**src/rtl/data_memory_master_if.sv**
```systemverilog
// Bundle of the request/response handshake and the level-sensitive data
// memory port. "master" is the view of the data memory master block itself;
// "slave" is the view of the datapath plus memory surrounding it.
interface data_memory_master_if;
    logic        req_valid;
    logic        req_ready;
    logic        req_write;
    logic [1:0]  req_size;
    logic        req_signed;
    logic [31:0] req_addr;
    logic [31:0] req_wdata;
    logic        resp_valid;
    logic [31:0] resp_rdata;
    logic        resp_error;
    logic        mem_ren;
    logic        mem_wen;
    logic [31:0] mem_addr;
    logic [31:0] mem_din;
    logic [31:0] mem_dout;

    modport master (
        input  req_valid, req_write, req_size, req_signed, req_addr, req_wdata, mem_dout,
        output req_ready, resp_valid, resp_rdata, resp_error,
        output mem_ren, mem_wen, mem_addr, mem_din
    );

    modport slave (
        output req_valid, req_write, req_size, req_signed, req_addr, req_wdata, mem_dout,
        input  req_ready, resp_valid, resp_rdata, resp_error,
        input  mem_ren, mem_wen, mem_addr, mem_din
    );
endinterface

```
**src/rtl/data_memory_master.sv**
```systemverilog
// Data memory initiator: turns load/store requests into setup/strobe/hold
// sequences on an asynchronous-read, level-write memory. Sub-word stores are
// done as read-modify-write; sub-word loads are lane-extracted and extended.
module data_memory_master #(
    parameter int ADDR_WORD_BITS = 12,
    parameter int STROBE_CYCLES  = 1
) (
    input  logic                 clock,
    input  logic                 reset,
    data_memory_master_if.master bus
);
    typedef enum logic [2:0] {
        IDLE, RD_SETUP, RD_STROBE, WR_SETUP, WR_STROBE, WR_HOLD, RESP, ERR
    } state_t;

    localparam logic [7:0] STROBE_LAST = 8'(STROBE_CYCLES - 1);

    state_t      state_r;
    logic [7:0]  cnt_r;
    logic        write_r;
    logic        signed_r;
    logic [1:0]  size_r;
    logic [1:0]  lane_r;
    logic [15:0] wdata_r;
    logic        ready_r;
    logic        resp_valid_r;
    logic        resp_error_r;
    logic [31:0] resp_rdata_r;
    logic        mem_ren_r;
    logic        mem_wen_r;
    logic [31:0] mem_addr_r;
    logic [31:0] mem_din_r;
    logic        range_err_s;
    logic        align_err_s;
    logic        req_error_s;

    // Little-endian lane extraction with sign or zero extension.
    function automatic logic [31:0] load_extract(input logic [31:0] word, input logic [1:0] size,
                                                 input logic [1:0] lane, input logic sgn);
        logic [7:0]  b;
        logic [15:0] h;
        b = word[{lane, 3'b000} +: 8];
        h = lane[1] ? word[31:16] : word[15:0];
        case (size)
            2'b00:   load_extract = sgn ? {{24{b[7]}}, b} : {24'd0, b};
            2'b01:   load_extract = sgn ? {{16{h[15]}}, h} : {16'd0, h};
            default: load_extract = word;
        endcase
    endfunction

    // Replace only the addressed lane of the word read back from memory.
    function automatic logic [31:0] store_merge(input logic [31:0] word, input logic [1:0] size,
                                                input logic [1:0] lane, input logic [15:0] wd);
        logic [31:0] w;
        w = word;
        case (size)
            2'b00: w[{lane, 3'b000} +: 8] = wd[7:0];
            2'b01: begin
                if (lane[1]) begin
                    w[31:16] = wd;
                end else begin
                    w[15:0] = wd;
                end
            end
            default: w = word;
        endcase
        store_merge = w;
    endfunction

    // Request legality: illegal size, misalignment, or address beyond the memory.
    always_comb begin
        range_err_s = |bus.req_addr[31:ADDR_WORD_BITS+2];
        align_err_s = 1'b0;
        case (bus.req_size)
            2'b00:   align_err_s = 1'b0;
            2'b01:   align_err_s = bus.req_addr[0];
            2'b10:   align_err_s = |bus.req_addr[1:0];
            default: align_err_s = 1'b1;
        endcase
        req_error_s = range_err_s | align_err_s;
    end

    // Access sequencer; every output is a register updated alongside the state.
    always_ff @(posedge clock or negedge reset) begin
        if (!reset) begin
            state_r      <= IDLE;
            cnt_r        <= 8'd0;
            write_r      <= 1'b0;
            signed_r     <= 1'b0;
            size_r       <= 2'b00;
            lane_r       <= 2'b00;
            wdata_r      <= 16'd0;
            ready_r      <= 1'b0;
            resp_valid_r <= 1'b0;
            resp_error_r <= 1'b0;
            resp_rdata_r <= 32'd0;
            mem_ren_r    <= 1'b0;
            mem_wen_r    <= 1'b0;
            mem_addr_r   <= 32'd0;
            mem_din_r    <= 32'd0;
        end else begin
            case (state_r)
                IDLE: begin
                    if (ready_r && bus.req_valid) begin
                        ready_r  <= 1'b0;
                        write_r  <= bus.req_write;
                        size_r   <= bus.req_size;
                        signed_r <= bus.req_signed;
                        lane_r   <= bus.req_addr[1:0];
                        wdata_r  <= bus.req_wdata[15:0];
                        if (req_error_s) begin
                            state_r      <= ERR;
                            resp_valid_r <= 1'b1;
                            resp_error_r <= 1'b1;
                        end else if (bus.req_write && (bus.req_size == 2'b10)) begin
                            state_r    <= WR_SETUP;
                            mem_addr_r <= {2'b00, bus.req_addr[31:2]};
                            mem_din_r  <= bus.req_wdata;
                        end else begin
                            // Loads and sub-word stores both start with a read.
                            state_r    <= RD_SETUP;
                            mem_addr_r <= {2'b00, bus.req_addr[31:2]};
                        end
                    end else begin
                        // Also covers the first cycle after reset release.
                        ready_r <= 1'b1;
                    end
                end
                RD_SETUP: begin
                    state_r   <= RD_STROBE;
                    mem_ren_r <= 1'b1;
                    cnt_r     <= 8'd0;
                end
                RD_STROBE: begin
                    if (cnt_r == STROBE_LAST) begin
                        mem_ren_r <= 1'b0;
                        if (write_r) begin
                            state_r   <= WR_SETUP;
                            mem_din_r <= store_merge(bus.mem_dout, size_r, lane_r, wdata_r);
                        end else begin
                            state_r      <= RESP;
                            resp_valid_r <= 1'b1;
                            resp_rdata_r <= load_extract(bus.mem_dout, size_r, lane_r, signed_r);
                            mem_addr_r   <= 32'd0;
                        end
                    end else begin
                        cnt_r <= cnt_r + 8'd1;
                    end
                end
                WR_SETUP: begin
                    state_r   <= WR_STROBE;
                    mem_wen_r <= 1'b1;
                    cnt_r     <= 8'd0;
                end
                WR_STROBE: begin
                    if (cnt_r == STROBE_LAST) begin
                        state_r   <= WR_HOLD;
                        mem_wen_r <= 1'b0;
                    end else begin
                        cnt_r <= cnt_r + 8'd1;
                    end
                end
                WR_HOLD: begin
                    state_r      <= RESP;
                    resp_valid_r <= 1'b1;
                    resp_rdata_r <= 32'd0;
                    mem_addr_r   <= 32'd0;
                    mem_din_r    <= 32'd0;
                end
                RESP: begin
                    state_r      <= IDLE;
                    ready_r      <= 1'b1;
                    resp_valid_r <= 1'b0;
                    resp_rdata_r <= 32'd0;
                end
                ERR: begin
                    state_r      <= IDLE;
                    ready_r      <= 1'b1;
                    resp_valid_r <= 1'b0;
                    resp_error_r <= 1'b0;
                end
                default: begin
                    state_r      <= IDLE;
                    ready_r      <= 1'b0;
                    resp_valid_r <= 1'b0;
                    resp_error_r <= 1'b0;
                    resp_rdata_r <= 32'd0;
                    mem_ren_r    <= 1'b0;
                    mem_wen_r    <= 1'b0;
                    mem_addr_r   <= 32'd0;
                    mem_din_r    <= 32'd0;
                end
            endcase
        end
    end

    assign bus.req_ready  = ready_r;
    assign bus.resp_valid = resp_valid_r;
    assign bus.resp_error = resp_error_r;
    assign bus.resp_rdata = resp_rdata_r;
    assign bus.mem_ren    = mem_ren_r;
    assign bus.mem_wen    = mem_wen_r;
    assign bus.mem_addr   = mem_addr_r;
    assign bus.mem_din    = mem_din_r;
endmodule

```
**src/flat_wrapper.sv**
```systemverilog
// flat-port wrapper written by rule: the top's interface ports become plain ports
module data_memory_master_flat 
#(
    parameter int ADDR_WORD_BITS = 12,
    parameter int STROBE_CYCLES  = 1
)
  (clock, reset, bus_req_valid, bus_req_write, bus_req_size, bus_req_signed, bus_req_addr, bus_req_wdata, bus_mem_dout, bus_req_ready, bus_resp_valid, bus_resp_rdata, bus_resp_error, bus_mem_ren, bus_mem_wen, bus_mem_addr, bus_mem_din);
  data_memory_master_if bus_i ();
  input  logic clock;
  input  logic reset;
  input wire logic [$bits(bus_i.req_valid)-1:0] bus_req_valid;
  input wire logic [$bits(bus_i.req_write)-1:0] bus_req_write;
  input wire logic [$bits(bus_i.req_size)-1:0] bus_req_size;
  input wire logic [$bits(bus_i.req_signed)-1:0] bus_req_signed;
  input wire logic [$bits(bus_i.req_addr)-1:0] bus_req_addr;
  input wire logic [$bits(bus_i.req_wdata)-1:0] bus_req_wdata;
  input wire logic [$bits(bus_i.mem_dout)-1:0] bus_mem_dout;
  output wire logic [$bits(bus_i.req_ready)-1:0] bus_req_ready;
  output wire logic [$bits(bus_i.resp_valid)-1:0] bus_resp_valid;
  output wire logic [$bits(bus_i.resp_rdata)-1:0] bus_resp_rdata;
  output wire logic [$bits(bus_i.resp_error)-1:0] bus_resp_error;
  output wire logic [$bits(bus_i.mem_ren)-1:0] bus_mem_ren;
  output wire logic [$bits(bus_i.mem_wen)-1:0] bus_mem_wen;
  output wire logic [$bits(bus_i.mem_addr)-1:0] bus_mem_addr;
  output wire logic [$bits(bus_i.mem_din)-1:0] bus_mem_din;
  assign bus_i.req_valid = bus_req_valid;
  assign bus_i.req_write = bus_req_write;
  assign bus_i.req_size = bus_req_size;
  assign bus_i.req_signed = bus_req_signed;
  assign bus_i.req_addr = bus_req_addr;
  assign bus_i.req_wdata = bus_req_wdata;
  assign bus_i.mem_dout = bus_mem_dout;
  assign bus_req_ready = bus_i.req_ready;
  assign bus_resp_valid = bus_i.resp_valid;
  assign bus_resp_rdata = bus_i.resp_rdata;
  assign bus_resp_error = bus_i.resp_error;
  assign bus_mem_ren = bus_i.mem_ren;
  assign bus_mem_wen = bus_i.mem_wen;
  assign bus_mem_addr = bus_i.mem_addr;
  assign bus_mem_din = bus_i.mem_din;
  data_memory_master #(.ADDR_WORD_BITS(ADDR_WORD_BITS), .STROBE_CYCLES(STROBE_CYCLES)) u_core (.clock(clock), .reset(reset), .bus(bus_i));
endmodule
```
**config.mk**
```make
export PLATFORM = sky130hd
export DESIGN_NAME = data_memory_master_flat
export DESIGN_NICKNAME = d
export VERILOG_FILES = /design/src/rtl/data_memory_master_if.sv /design/src/rtl/data_memory_master.sv /design/src/flat_wrapper.sv
export SDC_FILE = /design/constraint.sdc
export NUM_CORES = 1
export LEC_CHECK = 0
export CAP_MARGIN = 5
export CORE_ASPECT_RATIO = 0.6
export CORE_UTILIZATION = 25
export DETAILED_ROUTE_END_ITERATION = 7
export DONT_BUFFER_PORTS = 1
export SYNTH_ARGS = -nofsm -noshare
export SYNTH_HDL_FRONTEND = slang
export SYNTH_SLANG_ARGS = --single-unit
```
**constraint.sdc**
```tcl
create_clock -name clock -period 3.85 [get_ports clock]
set_clock_uncertainty 0.1 [all_clocks]
set_input_delay 0.5775 -clock clock [delete_from_list [all_inputs] [get_ports clock]]
set_output_delay 0.5775 -clock clock [all_outputs]
set_load 0.05 [all_outputs]
```
==> impl_metrics.py <==
metrics = {
    "synthesis": {
        "postSynthAreaPerCell_sq_um": 10.3,
        "synth_top_area_share_pct": 43.9,
        "yosysMostFrequentCell": "dfrtp_1",
        "syn-cell-area_sq_mm": 0.00752,
        "synth_edf_count": 0,
        "ys_warn_count": 0,
        "synth_flop_cell": "dfrtp_1",
        "ys_ff_latch": 132,
        "synth_area_leaders": "dfrtp_1 44%, mux2i_1 8.1%, mux2_2 4.2%",
        "ys_top_cells_by_count": "132 x dfrtp_1, 61 x mux2i_1, 56 x a21oi_1, 36 x inv_1",
        "synth-async-reset-ratio_pct": 100,
        "synth_top_cell_by_area": "dfrtp_1",
        "ys_seq_area_share_pct": 43.9,
        "synth.distinct_cells": 62,
        "postSynthCellCount": 732,
    },
    "place": {
        "dpl.hpwl_mm": 19.2,
        "post_dp_cell_area_sq_mm": 0.00790,
        "place_congestion": 0.859,
        "port_buffers": 0,
    },
    "global_route": {
        "grt_max_degree": 133,
        "met1_usage_pct": 22.9,
        "met2_usage_pct": 23.6,
        "antenna_found_initial": 2,
        "grt_pass1_vias": 5695,
        "overflow": 0,
        "track_usage_pct": 17.3,
        "grt_pass1_wl_mm": 38.8,
        "grt_use_met3_pct": 10.6,
        "grt-busiest-layer": "met2",
    },
    "timing": {
        "slew_headroom_pct": 21.3,
        "setup_viol": 0,
        "final-hold-violation-count": 2,
        "tightest_slew_ps": 1150,
        "fin_crit_ps": 3100,
        "rsz0062_at_grt": "no",
        "fin_tns_setup_ps": 0,
        "finalHoldWorstSlack_ps": -1.01,
        "max_freq_mhz": 323,
        "maxSlewViolCount": 0,
        "min_period_over_period_pct": 80.5,
    },
    "routing": {
        "dr.pass1.iters": 5,
        "postRouteWirelength_mm": 26.4,
        "drtAntennaViolNets": 0,
        "num_vias": 6030,
        "drt_iter0_markers": 697,
        "viasPerCell": 5.37,
        "drc": 0,
        "wl_per_cell_microns": 23.5,
    },
    "worst_setup_path": {
        "start_kind": "flip-flop",
        "path_buf_inv": 1,
        "end_kind": "flip-flop",
        "cp.arrival_ps": 3360,
        "crit_fanout": 6,
        "max_stage_delay_ps": 1000,
        "criticalPathCategory": "flip-flop to flip-flop",
        "cp_top_family": "compound AO/OA/AOI/OAI gates",
        "crit_chain": "inv_1 > ha_1 > nor4bb_1 > a221oi_1 > a2111oi_0 > a21oi_1 > mux2i_1",
        "worstPathRequired_ps": 4110,
        "crit_path_top_delay_cell": "a2111oi_0",
    },
    "floorplanning": {
        "rows": 48,
        "fp.dieH_microns": 136,
        "floorplan.initialDensity_pct": 25.8,
        "dieWidth_microns": 226,
        "dieArea_sq_mm": 0.0308,
        "ioPinCount": 204,
        "coreArea_sq_mm": 0.0292,
    },
    "clock_network": {
        "cts.sinks": 132,
        "cts_tree": "built",
        "cts_resized": 0,
        "cts-root-buf": "clkbuf_16",
        "insertion_delay_ps": 440,
        "htree_levels": 4,
        "cts_buffer_depth": 2,
        "path_clk_slew_ps": 60,
        "cts-buffers-inserted": 17,
    },
    "power": {
        "power_density_mw_per_mm2": 984,
        "power_mw": 8.36,
        "power_leakage_nw": 3.64,
        "max-vdd-ir-drop_mv": 0.414,
    },
    "final_layout": {
        "num_antenna_cells": 0,
        "multi_input_area_sq_mm": 0.00385,
        "drive_above_1_share_pct": 16.0,
        "nets": 820,
        "syn_to_final_growth_pct": 12.9,
        "fill_cells": 3095,
        "regArea_sq_mm": 0.00330,
        "design_area_sq_mm": 0.00850,
    },
    "run_status": {
        "violations": "hold timing",
        "outcome": "finished, violations left",
    },
    "run": {
        "maxCapViolations": 0,
    },
    "min_path": {
        "hp-class": "input pin to asynchronous set/reset pin",
    },
}
metal layers:
metal  vias up  wire length, microns
met2       332                 11000
met1      2986                 11100
met3        22                  4080
li1       2686                     -
met5         -                    21
met4         4                   206
state kept, by name (all words and copies together) (netlist names), 2 cells and up:
| name | cells |
|---|---|
| u_core.bus.mem_addr | 30 |
| u_core.bus.mem_din | 32 |
| u_core.bus.resp_rdata | 32 |
| u_core.cnt_r | 8 |
| u_core.lane_r | 2 |
| u_core.size_r | 2 |
| u_core.state_r | 3 |
| u_core.wdata_r | 16 |
worst paths after layout:
kind | end | slack (ps) | cells past startpoint | startpoint
min in group clock | u_core.bus.mem_addr[10] | 160 | 1 | bus_req_addr[12]
max | u_core.bus.mem_din[23] | 750 | 7 | u_core.lane_r[1]
max in group asynchronous | u_core.lane_r[1] | 3070 | 1 | reset
min | u_core.bus.resp_rdata[12] | -1 | 1 | reset
max reg2reg | u_core.bus.mem_din[23] | 750 | 7 | u_core.lane_r[1]
min reg2reg | u_core.wdata_r[12] | 450 | 1 | u_core.wdata_r[12]
timing repair:
item / CTS / global route
buffers inserted: 0 / 0
hold buffers: 1 / 0
hold endpoints to repair: 132 / 0
power breakdown:
group          switching (mW)  internal, mW  leakage (nW)
logic                    1.82          1.21          1.64
registers                1.87          1.84          1.71
clock network           0.711         0.905         0.283
stage by stage:
stage	std cells	hold WS, ps	utilization [%]	setup slack (ps)
after floorplan	733	182	-	811
after global placement	1090	193	27.1	1020
after detailed placement	1090	192	27.1	951
after CTS	1123	38.1	29.1	984
after global routing	1123	49.1	29.1	731
final	1123	-1.01	29.1	752
cells in the final DEF, fill, tap and decap left out, types with 15 or more instances in the layout:
cell       count
nand3_1       28
mux2_2        28
nor2_1        24
dfrtp_1      131
and2_1        19
inv_1         36
a221oi_1      31
a2111oi_0     24
o21ai_0       33
nor2b_1       34
buf_4         15
a21oi_1       56
clkbuf_16     17
nand2_1       30
mux2i_1       61
kinds of logic (layout without fill, tap and decap cells):
group	after synthesis	count (layout)	synth area share, %
AOI/OAI and AO/OA	217	217	20.8
and+or+nand+nor	175	175	12.8
DFF	132	132	43.9
muxes	103	103	15.6
buffers and inverters	94	84	5.39
adders and majority gates	7	7	1.16
xor gates and xnor gates	3	3	0.349
other	1	2	0.0498
area by class of cell:
cell class / count / area share, %
Sequential cell: 132 / 38.9
Timing Repair Buffer: 16 / 1.65
Tap cell: 400 / 5.89
Inverter: 36 / 1.59
Clock inverter: 15 / 1.71
Multi-Input combinational cell: 507 / 45.3
Clock buffer: 17 / 5.01
(Power assumes the default switching activity.)
